--- src/rtl/crc_seq_ctrl.sv ---
// Transmit-side LCRC sequencer: numbers each TLP, drives the CRC engine with a timeout,
// forwards the framed result to the replay buffer and throttles intake on a full replay window.
module crc_seq_ctrl #(
  parameter int TLP_W   = 96,
  parameter int OUT_W   = 128,
  parameter int SEQ_W   = 12,
  parameter int MAX_OUT = 8,
  parameter int OCC_W   = 4,
  parameter int TIMEOUT = 64
) (
  input  logic             clk,
  input  logic             rst,
  input  logic             tlp_valid,
  output logic             tlp_ready,
  input  logic [TLP_W-1:0] tlp_data,
  output logic             eng_start,
  output logic [TLP_W-1:0] eng_tlp,
  output logic [SEQ_W-1:0] eng_seq,
  input  logic             eng_rdy,
  input  logic [OUT_W-1:0] eng_crc_out,
  output logic             rb_valid,
  input  logic             rb_ready,
  output logic [OUT_W-1:0] rb_data,
  output logic [SEQ_W-1:0] rb_seq,
  input  logic             ack_valid,
  input  logic [SEQ_W-1:0] ack_seq,
  output logic [OCC_W-1:0] outstanding,
  output logic             timeout_err,
  output logic             busy
);

  localparam int CNT_W = (TIMEOUT > 1) ? $clog2(TIMEOUT) : 1;
  localparam logic [CNT_W-1:0] CNT_LAST = CNT_W'(TIMEOUT - 1);
  localparam logic [CNT_W-1:0] CNT_INC  = {{(CNT_W-1){1'b0}}, 1'b1};
  localparam logic [SEQ_W-1:0] SEQ_INC  = {{(SEQ_W-1){1'b0}}, 1'b1};
  localparam logic [OCC_W-1:0] OCC_MAX  = OCC_W'(MAX_OUT);

  typedef enum logic [1:0] {
    ST_IDLE = 2'd0,
    ST_LOAD = 2'd1,
    ST_WAIT = 2'd2,
    ST_OUT  = 2'd3
  } state_t;

  state_t           state_r;
  logic [SEQ_W-1:0] next_seq_r;
  logic [SEQ_W-1:0] ack_ptr_r;
  logic [OCC_W-1:0] occ_r;
  logic [CNT_W-1:0] wait_cnt_r;
  logic             eng_start_r;
  logic [TLP_W-1:0] eng_tlp_r;
  logic [SEQ_W-1:0] eng_seq_r;
  logic             rb_valid_r;
  logic [OUT_W-1:0] rb_data_r;
  logic [SEQ_W-1:0] rb_seq_r;
  logic             timeout_err_r;
  logic             busy_r;

  logic             tlp_ready_s;
  logic             accept_s;
  logic             hs_s;
  logic [SEQ_W-1:0] ack_dist_s;
  logic             ack_hit_s;
  logic [SEQ_W-1:0] next_seq_nxt_s;
  logic [SEQ_W-1:0] ack_ptr_nxt_s;
  logic [OCC_W-1:0] occ_nxt_s;

  // Intake gating, handshake detection, ACK window test and next pointer values
  always_comb begin
    tlp_ready_s    = 1'b0;
    hs_s           = 1'b0;
    ack_hit_s      = 1'b0;
    next_seq_nxt_s = next_seq_r;
    ack_ptr_nxt_s  = ack_ptr_r;

    // rst gates the ready so that every output reads 0 while reset is held
    if (rst && (state_r == ST_IDLE) && (occ_r < OCC_MAX)) begin
      tlp_ready_s = 1'b1;
    end else begin
      tlp_ready_s = 1'b0;
    end
    accept_s = tlp_valid & tlp_ready_s;

    if ((state_r == ST_OUT) && rb_valid_r && rb_ready) begin
      hs_s           = 1'b1;
      next_seq_nxt_s = next_seq_r + SEQ_INC;
    end else begin
      hs_s           = 1'b0;
      next_seq_nxt_s = next_seq_r;
    end

    // An ACK counts only if it names an entry inside the current unacknowledged window
    ack_dist_s = ack_seq - ack_ptr_r;
    if (ack_valid && (ack_dist_s < {{(SEQ_W-OCC_W){1'b0}}, occ_r})) begin
      ack_hit_s     = 1'b1;
      ack_ptr_nxt_s = ack_seq + SEQ_INC;
    end else begin
      ack_hit_s     = 1'b0;
      ack_ptr_nxt_s = ack_ptr_r;
    end

    occ_nxt_s = next_seq_nxt_s[OCC_W-1:0] - ack_ptr_nxt_s[OCC_W-1:0];
  end

  // Sequence/ACK pointers and registered occupancy
  always_ff @(posedge clk or negedge rst) begin
    if (!rst) begin
      next_seq_r <= {SEQ_W{1'b0}};
      ack_ptr_r  <= {SEQ_W{1'b0}};
      occ_r      <= {OCC_W{1'b0}};
    end else begin
      next_seq_r <= next_seq_nxt_s;
      ack_ptr_r  <= ack_ptr_nxt_s;
      occ_r      <= occ_nxt_s;
    end
  end

  // Main sequencing FSM with its registered outputs
  always_ff @(posedge clk or negedge rst) begin
    if (!rst) begin
      state_r       <= ST_IDLE;
      wait_cnt_r    <= {CNT_W{1'b0}};
      eng_start_r   <= 1'b0;
      eng_tlp_r     <= {TLP_W{1'b0}};
      eng_seq_r     <= {SEQ_W{1'b0}};
      rb_valid_r    <= 1'b0;
      rb_data_r     <= {OUT_W{1'b0}};
      rb_seq_r      <= {SEQ_W{1'b0}};
      timeout_err_r <= 1'b0;
      busy_r        <= 1'b0;
    end else begin
      eng_start_r   <= 1'b0;
      timeout_err_r <= 1'b0;
      case (state_r)
        ST_IDLE: begin
          if (accept_s) begin
            eng_tlp_r   <= tlp_data;
            eng_seq_r   <= next_seq_r;
            eng_start_r <= 1'b1;
            busy_r      <= 1'b1;
            state_r     <= ST_LOAD;
          end else begin
            state_r <= ST_IDLE;
          end
        end
        ST_LOAD: begin
          wait_cnt_r <= {CNT_W{1'b0}};
          state_r    <= ST_WAIT;
        end
        ST_WAIT: begin
          if (eng_rdy) begin
            rb_data_r  <= eng_crc_out;
            rb_seq_r   <= eng_seq_r;
            rb_valid_r <= 1'b1;
            state_r    <= ST_OUT;
          end else if (wait_cnt_r == CNT_LAST) begin
            // Abandon the TLP; next_seq is untouched so the retry reuses the number
            timeout_err_r <= 1'b1;
            busy_r        <= 1'b0;
            state_r       <= ST_IDLE;
          end else begin
            wait_cnt_r <= wait_cnt_r + CNT_INC;
          end
        end
        ST_OUT: begin
          if (hs_s) begin
            rb_valid_r <= 1'b0;
            busy_r     <= 1'b0;
            state_r    <= ST_IDLE;
          end else begin
            state_r <= ST_OUT;
          end
        end
        default: begin
          rb_valid_r <= 1'b0;
          busy_r     <= 1'b0;
          state_r    <= ST_IDLE;
        end
      endcase
    end
  end

  assign tlp_ready   = tlp_ready_s;
  assign eng_start   = eng_start_r;
  assign eng_tlp     = eng_tlp_r;
  assign eng_seq     = eng_seq_r;
  assign rb_valid    = rb_valid_r;
  assign rb_data     = rb_data_r;
  assign rb_seq      = rb_seq_r;
  assign outstanding = occ_r;
  assign timeout_err = timeout_err_r;
  assign busy        = busy_r;

endmodule
--- config.mk ---
export PLATFORM = sky130hd
export DESIGN_NAME = crc_seq_ctrl
export DESIGN_NICKNAME = d
export VERILOG_FILES = /design/src/rtl/crc_seq_ctrl.sv
export SDC_FILE = /design/constraint.sdc
export NUM_CORES = 1
export LEC_CHECK = 0
export CAP_MARGIN = 15
export CORE_AREA = 2 2 196 198
export CTS_BUF_LIST = sky130_fd_sc_hd__clkbuf_4 sky130_fd_sc_hd__clkbuf_8
export DETAILED_ROUTE_END_ITERATION = 8
export DIE_AREA = 0 0 198 200
export GPL_ROUTABILITY_DRIVEN = 0
export GPL_TIMING_DRIVEN = 0
export SKIP_LAST_GASP = 1
export SLEW_MARGIN = 40
export SYNTH_ARGS = -nofsm -noshare
export SYNTH_HDL_FRONTEND = slang
export SYNTH_SLANG_ARGS = --single-unit
export TNS_END_PERCENT = 5
--- constraint.sdc ---
create_clock -name clk -period 6.7 [get_ports clk]
set_input_delay 1.675 -clock clk [delete_from_list [all_inputs] [get_ports clk]]
set_output_delay 1.675 -clock clk [all_outputs]
set_load 0.02 [all_outputs]
==> reports/results.txt, run 1 <==
outcome - completed
final hold vios - 0
highest-count cells in the layout ignoring fill and taps - clkdlybuf4s50_1 (497), dfrtp_1 (288), mux2_2 (248)
total core area - 0.0374 mm^2
slew margin rel. - 0.477
met2 WL - 18.4 mm
DIE AREA - 0.0396 mm^2
Max Clk Rate - 169 MHz
CP Max Fanout - 10
IO Pins - 499
max cap viols - 0
synth warn - 0
Starting Density - 0.315
area of the multi-input gates - 0.00435 mm^2
initial antenna violation count - 3
Synth Instances - 814
required time worst endpoint - 7180 ps
GR Util All Layers - 0.181
Min Clock Period, post-route - 5910 ps
Worst Setup End Kind - flip-flop
CTS resizes - 0
net count after synthesis - 1082
# Post-CTS Setup Buffers - 0
met1 WL - 13.8 mm
Avg Inst Size Synth - 14.5 um^2
Synth cell types - 44
final WL - 36.6 mm
Clock Path Buffers - 3
drt drc - 0
top-area cell type share of the netlist area - 0.612
Wirelength per Cell - 19.1 um
Die H - 200 um
EDFF count, synth - 0
IO Port Bufs - 498
cell accounting for the most synthesized area - dfrtp_1
first-pass GRT wire length - 53.8 mm
vias in the first global route - 9113
Pleak - 8.02 nW
H-tree depth - 2
synthesized cell area - 0.0118 mm^2
NumNets Final - 1638
clk_lat worst skew - 610 ps
Clock Sinks - 288
number of nets with antenna violations after routing - 0
first-pass detailed-route iteration total - 4
largest net degree at the start of global routing - 72
metal3 WL - 3.50 mm
worst hold path type - reg2reg
post-route clock period utilization - 0.882
Top Layer Used - met4
Rows - 71
DIE WIDTH - 198 um
Worst setup SP type - input port
# setup viols final - 0
# fillers - 3367
DR iter-0 viols - 197
CTS Buf Count - 52
WS Path Type - in2reg
Worst IR Drop VDD - 0.000291 V
final slew viol count - 0
Seq/Total Area, Yosys - 0.612
CTS tree - yes
fin worst setup slack - 791 ps
Yosys reg bits - 288
top cells by area, synth - dfrtp_1 (61%), mux2_2 (24%), ha_1 (2.7%)
Reg clk slew, reported paths - 60 ps
hold_ws - 472 ps
setup tns final - 0 ps
Register Area - 0.00721 mm^2
dominant synthesized flop cell - dfrtp_1
Arrival @ worst endpoint - 6390 ps
Post-CTS Hold Buffers - 0
routed via count - 8559
layout cells sized above 1 - 0.246
P&R area growth vs syn - 57.4%
Slew @ Worst Pin - 784 ps
clk root buf - clkbuf_8
clk_skew - 23.5 ps
RSZ-0062 raised after global routing - false
final core utilization - 0.496
async set or reset register ratio after synthesis - 1.00
DR vias/cell - 4.47
most common cell after layout, fill and taps aside - clkdlybuf4s50_1
pre-CTS setup slack - 144 ps
pwr/cell area - 439 mW/mm^2
DP HPWL - 28.3 mm
final global-route overflow total - 0
[cells by family after synthesis]
family	count (synthesis)	share of synthesized area
simple gates	95	0.0408
xor+xnor	32	0.0251
flops	288	0.612
mux	251	0.240
buf+inv	59	0.0188
fa+ha+maj	26	0.0283
compound gates	63	0.0356
[sequential cells by signal (all words and copies together), names as in the netlist]
signal and count:
busy 1, wait_cnt_r 6, outstanding 4, rb_valid 1
eng_tlp 96, rb_data 128, eng_seq 12, next_seq_r 12
ack_ptr_r 12, rb_seq 12, state_r 2, eng_start 1
timeout_err 1
[Yosys cell counts, drive strengths merged (3+ instances only)]
cell type	count
a21oi	18
o21ai	17
mux2i	3
o21a	4
xnor2	17
nand4	4
mux2	248
inv	28
nor2	16
and2	3
clkbuf	31
ha	25
nand2b	5
nand2	33
nand3	19
and3	8
a31oi	3
xor2	14
a211o	3
a21o	3
dfrtp	288
[metal layers]
layer	track usage	up-vias
met1	0.200	4187
met5	0	-
met2	0.311	327
met3	0.0734	62
li1	-	3983
met4	0.0752	0
[path summary, 6_finish.rpt]
kind                                            start                         end  slack (ps)  cells past startpoint
hold reg to reg            next_seq_r[11]$_DFFE_PN0P_  next_seq_r[11]$_DFFE_PN0P_         470                      1
min in group asynchronous                         rst     eng_tlp[65]$_DFFE_PN0P_         930                      1
max in group asynchronous                         rst     eng_tlp[47]$_DFFE_PN0P_        4700                      3
hold / removal             next_seq_r[11]$_DFFE_PN0P_  next_seq_r[11]$_DFFE_PN0P_         470                      1
setup / recovery                           ack_seq[0]    outstanding[3]$_DFF_PN0_         790                     19
setup reg to reg               ack_ptr_r[0]$_DFF_PN0_    outstanding[3]$_DFF_PN0_        2070                     17
[critical path, cell delays in order]
cell             delay, ps
clkdlybuf4s50_1        520
inv_1                   60
ha_1                   200
inv_1                   70
fa_1                   410
ha_1                   270
a21boi_0               120
o21a_1                 190
o21ai_0                210
nand4_1                180
nor4_4                 330
nand3_1                160
clkbuf_1               280
clkbuf_1               320
o21ai_0                330
ha_1                   250
o21ai_1                 80
a311oi_1               360
xor3_1                 370
[stage by stage]
step / std cells / total power [mW] / instance area [um^2]
after floorplan: 814 / 4.64 / 11800
after global placement: 1823 / 6.53 / 17400
after detailed placement: 1827 / 6.57 / 17500
after CTS: 1911 / 8.28 / 18500
after global routing: 1914 / 8.60 / 18500
final: 1914 / 8.13 / 18500
[power breakdown]
part	internal [mW]	switching (mW)
registers	2.44	0.360
clock network	0.911	0.725
logic	1.94	1.76
total	5.28	2.85
[area by class of cell]
cell class | count | area share
repair buffers | 502 | 0.275
clock buffers | 76 | 0.0520
flip-flops and latches | 288 | 0.389
plain buffers | 31 | 0.00634
diodes | 3 | 0.000405
well taps | 511 | 0.0345
inverters | 28 | 0.00567
clock inverters | 8 | 0.00256
multi-input cells | 467 | 0.235
No activity file was read; power rests on OpenSTA's default activity.
==> inputs of run 2 (changes only) <==
--- a/config.mk
+++ b/config.mk
@@ -6,10 +6,11 @@
 export NUM_CORES = 1
 export LEC_CHECK = 0
 export CAP_MARGIN = 15
-export CORE_AREA = 2 2 196 198
+export CORE_AREA = 2 2 195 197
 export CTS_BUF_LIST = sky130_fd_sc_hd__clkbuf_4 sky130_fd_sc_hd__clkbuf_8
 export DETAILED_ROUTE_END_ITERATION = 8
-export DIE_AREA = 0 0 198 200
+export DIE_AREA = 0 0 197 199
+export DONT_BUFFER_PORTS = 1
 export GPL_ROUTABILITY_DRIVEN = 0
 export GPL_TIMING_DRIVEN = 0
 export SKIP_LAST_GASP = 1
==> reports/results.txt, run 2 (synthesis gave the netlist of run 1 again) <==
final slew viol count - 0 (unchanged)
worst-path cell chain - inv_1, ha_1, inv_1, fa_1, ha_1, a21boi_0, o21a_1, o21ai_0, nand4_1, nor4_4, nand3_1, clkbuf_1, clkbuf_1, o21ai_0, ha_1, o21ai_1, a311oi_1, xor3_1
most common cell after layout, fill and taps aside - dfrtp_1
total core area - 0.0371 mm^2 (-0.71%)
largest net degree at the start of global routing - 290 (+300%)
Register Area - 0.00721 mm^2 (unchanged)
CP peak stage delay - 400 ps (-120 ps)
Arrival @ worst endpoint - 5730 ps (-660 ps)
Pleak - 6.09 nW (-24%)
Max Clk Rate - 190 MHz (+12%)
R2R Path End - outstanding[3]$_DFF_PN0_
Starting Density - 0.317 (+0.00226)
# fillers - 3646 (+8.3%)
IO Pins - 499 (unchanged)
highest-count cells in the layout ignoring fill and taps - dfrtp_1 (288), mux2_2 (248), clkbuf_8 (64)
final core utilization - 0.362 (-0.133)
pwr/cell area - 499 mW/mm^2 (+14%)
CTS tree - yes
final WL - 29.9 mm (-18%)
P&R area growth vs syn - 14.2%
CP Max Fanout - 10 (unchanged)
Critical Path Most Common Cell - ha_1
RSZ-0062 raised after global routing - false
Clock Path Buffers - 3 (unchanged)
Worst setup SP type - input port
first-pass GRT wire length - 42.9 mm (-20%)
initial antenna violation count - 4 (+1)
# Post-CTS Setup Buffers - 0 (unchanged)
DIE AREA - 0.0392 mm^2 (-1.0%)
CTS Buf Count - 49 (-5.8%)
DIE WIDTH - 197 um (-0.51%)
GR Util All Layers - 0.145 (-0.0361)
r2r setup slk - 2170 ps (+100 ps)
area of the multi-input gates - 0.00435 mm^2 (unchanged)
clk_lat worst skew - 590 ps (-20 ps)
max cap viols - 0 (unchanged)
H-tree depth - 2 (unchanged)
DR iter-0 viols - 194 (-1.5%)
routed via count - 6687 (-22%)
Reg clk slew, reported paths - 60 ps (about the same)
number of nets with antenna violations after routing - 0 (unchanged)
Worst IR Drop VDD - 0.000254 V (-13%)
Slew @ Worst Pin - 1010 ps (+228 ps)
WS Path Type - in2reg
worst r2r src - ack_ptr_r[0]$_DFF_PN0_
Power Total - 6.71 mW (-17%)
required time worst endpoint - 7170 ps (about the same)
Min Clock Period, post-route - 5250 ps (-654 ps)
Worst Setup End Kind - flip-flop
IO Port Bufs - 0 (-100%)
Clock Sinks - 288 (unchanged)
DP HPWL - 22.4 mm (-21%)
DR vias/cell - 4.86 (+8.8%)
Rows - 71 (unchanged)
setup tns final - 0 ps (unchanged)
Wirelength per Cell - 21.7 um (+14%)
CP max-delay cell - fa_1
Worst R2R Path Depth - 17 (unchanged)
vias in the first global route - 7008 (-23%)
Post-CTS Hold Buffers - 0 (unchanged)
slew margin rel. - 0.325 (-0.152)
crit path launch - ack_seq[0]
worst hold path type - reg2reg
# setup viols final - 0 (unchanged)
final hold vios - 0 (unchanged)
worst setup path end - outstanding[3]$_DFF_PN0_
CTS resizes - 0 (unchanged)
Die H - 199 um (-0.50%)
NumNets Final - 1133 (-31%)
outcome - completed
drt drc - 0 (unchanged)
number of flip-flops in the largest register - 128 (unchanged)
post-route clock period utilization - 0.784 (-0.0977)
final global-route overflow total - 0 (unchanged)
clk root buf - clkbuf_8
clk_skew - 25.4 ps (+1.90 ps)
layout cells sized above 1 - 0.380 (+0.134)
first-pass detailed-route iteration total - 4 (unchanged)
==> run 2: changes by cell type in the layout (fill, tap and decap cells not counted), sizes merged <==
cell,change
clkdlybuf4s50,-497
diode,-1
bufinv,+2
clkinvlp,-1
clkbuf,+1
clkinv,-1
buf,-5
==> run 2: cell type report <==
| cell class | instances | area share |
|---|---|---|
| diodes | 2 | 0.000372 |
| clock buffers | 77 | 0.0727 |
| inverters | 28 | 0.00781 |
| well taps | 474 | 0.0441 |
| clock inverters | 8 | 0.00707 |
| plain buffers | 31 | 0.00884 |
| multi-input cells | 467 | 0.323 |
| flip-flops and latches | 288 | 0.536 |
==> run 2: worst min path at each step <==
stage | slack, ps | endpoint | start | cells after the start
finish | 470 | next_seq_r[11]$_DFFE_PN0P_ | next_seq_r[11]$_DFFE_PN0P_ | 1
global route | 490 | next_seq_r[11]$_DFFE_PN0P_ | next_seq_r[11]$_DFFE_PN0P_ | 1
CTS | 480 | next_seq_r[11]$_DFFE_PN0P_ | next_seq_r[11]$_DFFE_PN0P_ | 1
detailed placement | 470 | next_seq_r[11]$_DFFE_PN0P_ | next_seq_r[11]$_DFFE_PN0P_ | 1
global placement | 460 | next_seq_r[11]$_DFFE_PN0P_ | next_seq_r[11]$_DFFE_PN0P_ | 1
floorplan | 440 | next_seq_r[11]$_DFFE_PN0P_ | next_seq_r[11]$_DFFE_PN0P_ | 1
==> run 2: routing by layer <==
| layer | up-vias | wire length [um] | track usage |
|---|---|---|---|
| li1 | 2965 | - | - |
| met1 | 3347 | 11300 | 0.164 |
| met2 | 330 | 14900 | 0.247 |
| met3 | 43 | 3080 | 0.0656 |
| met4 | 2 | 553 | 0.0434 |
| met5 | - | 9 | 0 |
==> run 2: stage by stage <==
| stage | setup WS [ps] | instance area, um^2 | cells | hold slack, ps |
|---|---|---|---|---|
| floorplan | 1460 | 11800 | 814 | 442 |
| global placement | 856 | 12400 | 1288 | 463 |
| detailed placement | 844 | 12400 | 1288 | 468 |
| CTS | 1500 | 13400 | 1373 | 475 |
| global route | 1190 | 13400 | 1373 | 486 |
| finish | 1450 | 13500 | 1375 | 468 |
==> run 2: worst max-delay path, delay by kind of cell <==
| kind | cells | cell delay (ps) |
|---|---|---|
| AO/OA/AOI/OAI | 6 | 1220 |
| XOR/XNOR | 1 | 370 |
| adder cells (fa/ha/maj) | 4 | 1120 |
| buffers and inverters | 4 | 690 |
| AND/OR/NAND/NOR | 3 | 630 |
==> run 2: power by group <==
group | switching (mW) | internal, mW
sequential | 1.39 | 2.43
clock | 0.696 | 0.999
combinational | 0.468 | 0.726
==> inputs of run 3 (changes only) <==
--- a/config.mk
+++ b/config.mk
@@ -6,10 +6,10 @@
 export NUM_CORES = 1
 export LEC_CHECK = 0
 export CAP_MARGIN = 15
-export CORE_AREA = 2 2 195 197
+export CORE_AREA = 2 2 193 195
 export CTS_BUF_LIST = sky130_fd_sc_hd__clkbuf_4 sky130_fd_sc_hd__clkbuf_8
 export DETAILED_ROUTE_END_ITERATION = 8
-export DIE_AREA = 0 0 197 199
+export DIE_AREA = 0 0 195 197
 export DONT_BUFFER_PORTS = 1
 export GPL_ROUTABILITY_DRIVEN = 0
 export GPL_TIMING_DRIVEN = 0
==> constraint.sdc (replaced) <==
create_clock -name clk -period 4.6 [get_ports clk]
set_input_delay 1.15 -clock clk [delete_from_list [all_inputs] [get_ports clk]]
set_output_delay 1.15 -clock clk [all_outputs]
set_load 0.02 [all_outputs]
==> reports/results.txt, run 3 (synthesis gave the netlist of run 1 again) <==
outcome - completed
crit path buf inv count - 4 (unchanged)
number of flip-flops in the largest register - 128 (unchanged)
CTS Buf Count - 48 (-2.0%)
Critical Path Most Common Cell - ha_1
DIE WIDTH - 195 um (-1.0%)
required time worst endpoint - 5070 ps (-2100 ps)
DP HPWL - 22.5 mm (+0.50%)
r2r setup slk - 410 ps (-1760 ps)
clk_lat worst skew - 610 ps (+20 ps)
Reg clk slew, reported paths - 60 ps (about the same)
CP max-delay cell - fa_1
final cell count without fillers - 1369 (-0.44%)
Slew @ Worst Pin - 892 ps (-120 ps)
CP Max Fanout - 10 (unchanged)
first-pass GRT wire length - 44.9 mm (+4.5%)
initial antenna violation count - 4 (unchanged)
vias in the first global route - 7103 (+1.4%)
Clock Sinks - 288 (unchanged)
NumNets Final - 1132 (-0.088%)
final WL - 30.5 mm (+2.0%)
DR vias/cell - 4.90 (+0.78%)
Die H - 197 um (-1.0%)
GR Util All Layers - 0.154 (+0.00907)
pwr/cell area - 731 mW/mm^2 (+47%)
largest net degree at the start of global routing - 290 (unchanged)
worst hold path type - in2async
final hold vios - 0 (unchanged)
routed via count - 6710 (+0.34%)
drt drc - 0 (unchanged)
CP peak stage delay - 400 ps (about the same)
clk_skew - 37.7 ps (+12.2 ps)
DR iter-0 viols - 169 (-13%)
clk root buf - clkbuf_8
WS Path Type - in2reg
first-pass detailed-route iteration total - 4 (unchanged)
final core utilization - 0.372 (+0.00962)
IO Pins - 499 (unchanged)
number of nets with antenna violations after routing - 0 (unchanged)
Pleak - 6.12 nW (+0.43%)
DIE AREA - 0.0384 mm^2 (-2.0%)
Max Clk Rate - 229 MHz
Post-CTS Hold Buffers - 0 (unchanged)
CTS tree - yes
RSZ-0062 raised after global routing - false
slew margin rel. - 0.405 (+0.0802)
Worst Setup End Kind - flip-flop
final slew viol count - 0 (unchanged)
highest-count cells in the layout ignoring fill and taps - dfrtp_1 (288), mux2_2 (248), clkbuf_8 (64)
Worst setup SP type - input port
Worst IR Drop VDD - 0.000430 V (+69%)
P&R area growth vs syn - 14.5%
total core area - 0.0363 mm^2 (-2.4%)
Min Clock Period, post-route - 4370 ps
Clock Path Buffers - 3 (unchanged)
Wirelength per Cell - 22.3 um (+2.5%)
Starting Density - 0.325 (+0.00764)
# setup viols final - 0 (unchanged)
cell family with most CP delay - adder cells
layout cells sized above 1 - 0.386 (+0.00556)
max cap viols - 0 (unchanged)
H-tree depth - 2 (unchanged)
# fillers - 3502 (-3.9%)
Rows - 70 (-1.4%)
post-route clock period utilization - 0.951
most common cell after layout, fill and taps aside - dfrtp_1
final global-route overflow total - 0 (unchanged)
Arrival @ worst endpoint - 4850 ps (-880 ps)
IO Port Bufs - 0 (unchanged)
Inst Count DP - 1282 (-0.47%)
worst-path cell chain - inv_1, ha_1, inv_1, fa_1, ha_1, a21boi_0, o21a_1, o21ai_0, nand4_1, nor4_4, nand3_1, buf_2, buf_2, nand2_1, o21ai_2, ha_1, nor4b_2, a311oi_2, xor3_1
[run 3: timing repair]
action                     in CTS  in global routing
setup buffers                   0                  0
setup endpoints to repair       0                  1
gates resized for setup         0                  5
[run 3: final cells by class]
cell class / count / area, um^2 / share of cell area
Antenna cell: 2 / 5.00 / 0.000371
Clock inverter: 9 / 124 / 0.00919
Tap cell: 468 / 586 / 0.0434
Multi-Input combinational cell: 467 / 4370 / 0.324
Buffer: 31 / 121 / 0.00900
Sequential cell: 288 / 7210 / 0.534
Inverter: 28 / 105 / 0.00779
Clock buffer: 76 / 971 / 0.0720
[run 3: per-layer routing]
metal  vias up  track usage  part of all wire
met3        50       0.0738              0.11
li1       2970            -                 -
met1      3344        0.169              0.37
met4         2       0.0560             0.024
met5         -            0           0.00043
met2       344        0.261              0.50
[run 3: stage by stage]
stage	hold slack [ps]	TNS, ps	setup WS [ps]	area [um^2]	total power [mW]
2_1_floorplan	442	0	2.50	11800	6.76
6_report	245	0	225	13500	9.86
4_1_cts	166	0	125	13500	10.0
3_5_place_dp	467	-868	-551	12400	7.41
3_3_place_gp	461	-801	-525	12400	7.34
5_1_grt	187	0	15.8	13500	10.4
[run 3: final timing paths]
kind,cells after the start,endpoint,startpoint
max in group asynchronous,0,rb_data[123]$_DFFE_PN0P_,rst
hold reg to reg,1,next_seq_r[11]$_DFFE_PN0P_,next_seq_r[11]$_DFFE_PN0P_
setup / recovery,19,outstanding[3]$_DFF_PN0_,ack_seq[0]
setup reg to reg,18,outstanding[3]$_DFF_PN0_,ack_ptr_r[0]$_DFF_PN0_
min in group clk,1,next_seq_r[11]$_DFFE_PN0P_,next_seq_r[11]$_DFFE_PN0P_
hold / removal,0,eng_tlp[24]$_DFFE_PN0P_,rst
[run 3: worst register-to-register path: stages, from the launching register on]
cell	delay, ps
dfrtp_1	380
ha_1	190
inv_1	70
fa_1	400
ha_1	280
a21boi_0	120
o21a_1	180
o21ai_0	220
nand4_1	180
nor4_4	290
nand3_1	150
buf_2	210
buf_2	220
nand2_1	100
o21ai_2	60
ha_1	240
nor4b_2	320
a311oi_2	70
xor3_1	370
[run 3: where the power goes]
| group | internal (mW) | switching, mW | leakage [nW] |
|---|---|---|---|
| clock network | 1.50 | 1.03 | 0.582 |
| logic | 1.06 | 0.675 | 1.92 |
| registers | 3.54 | 2.05 | 3.61 |
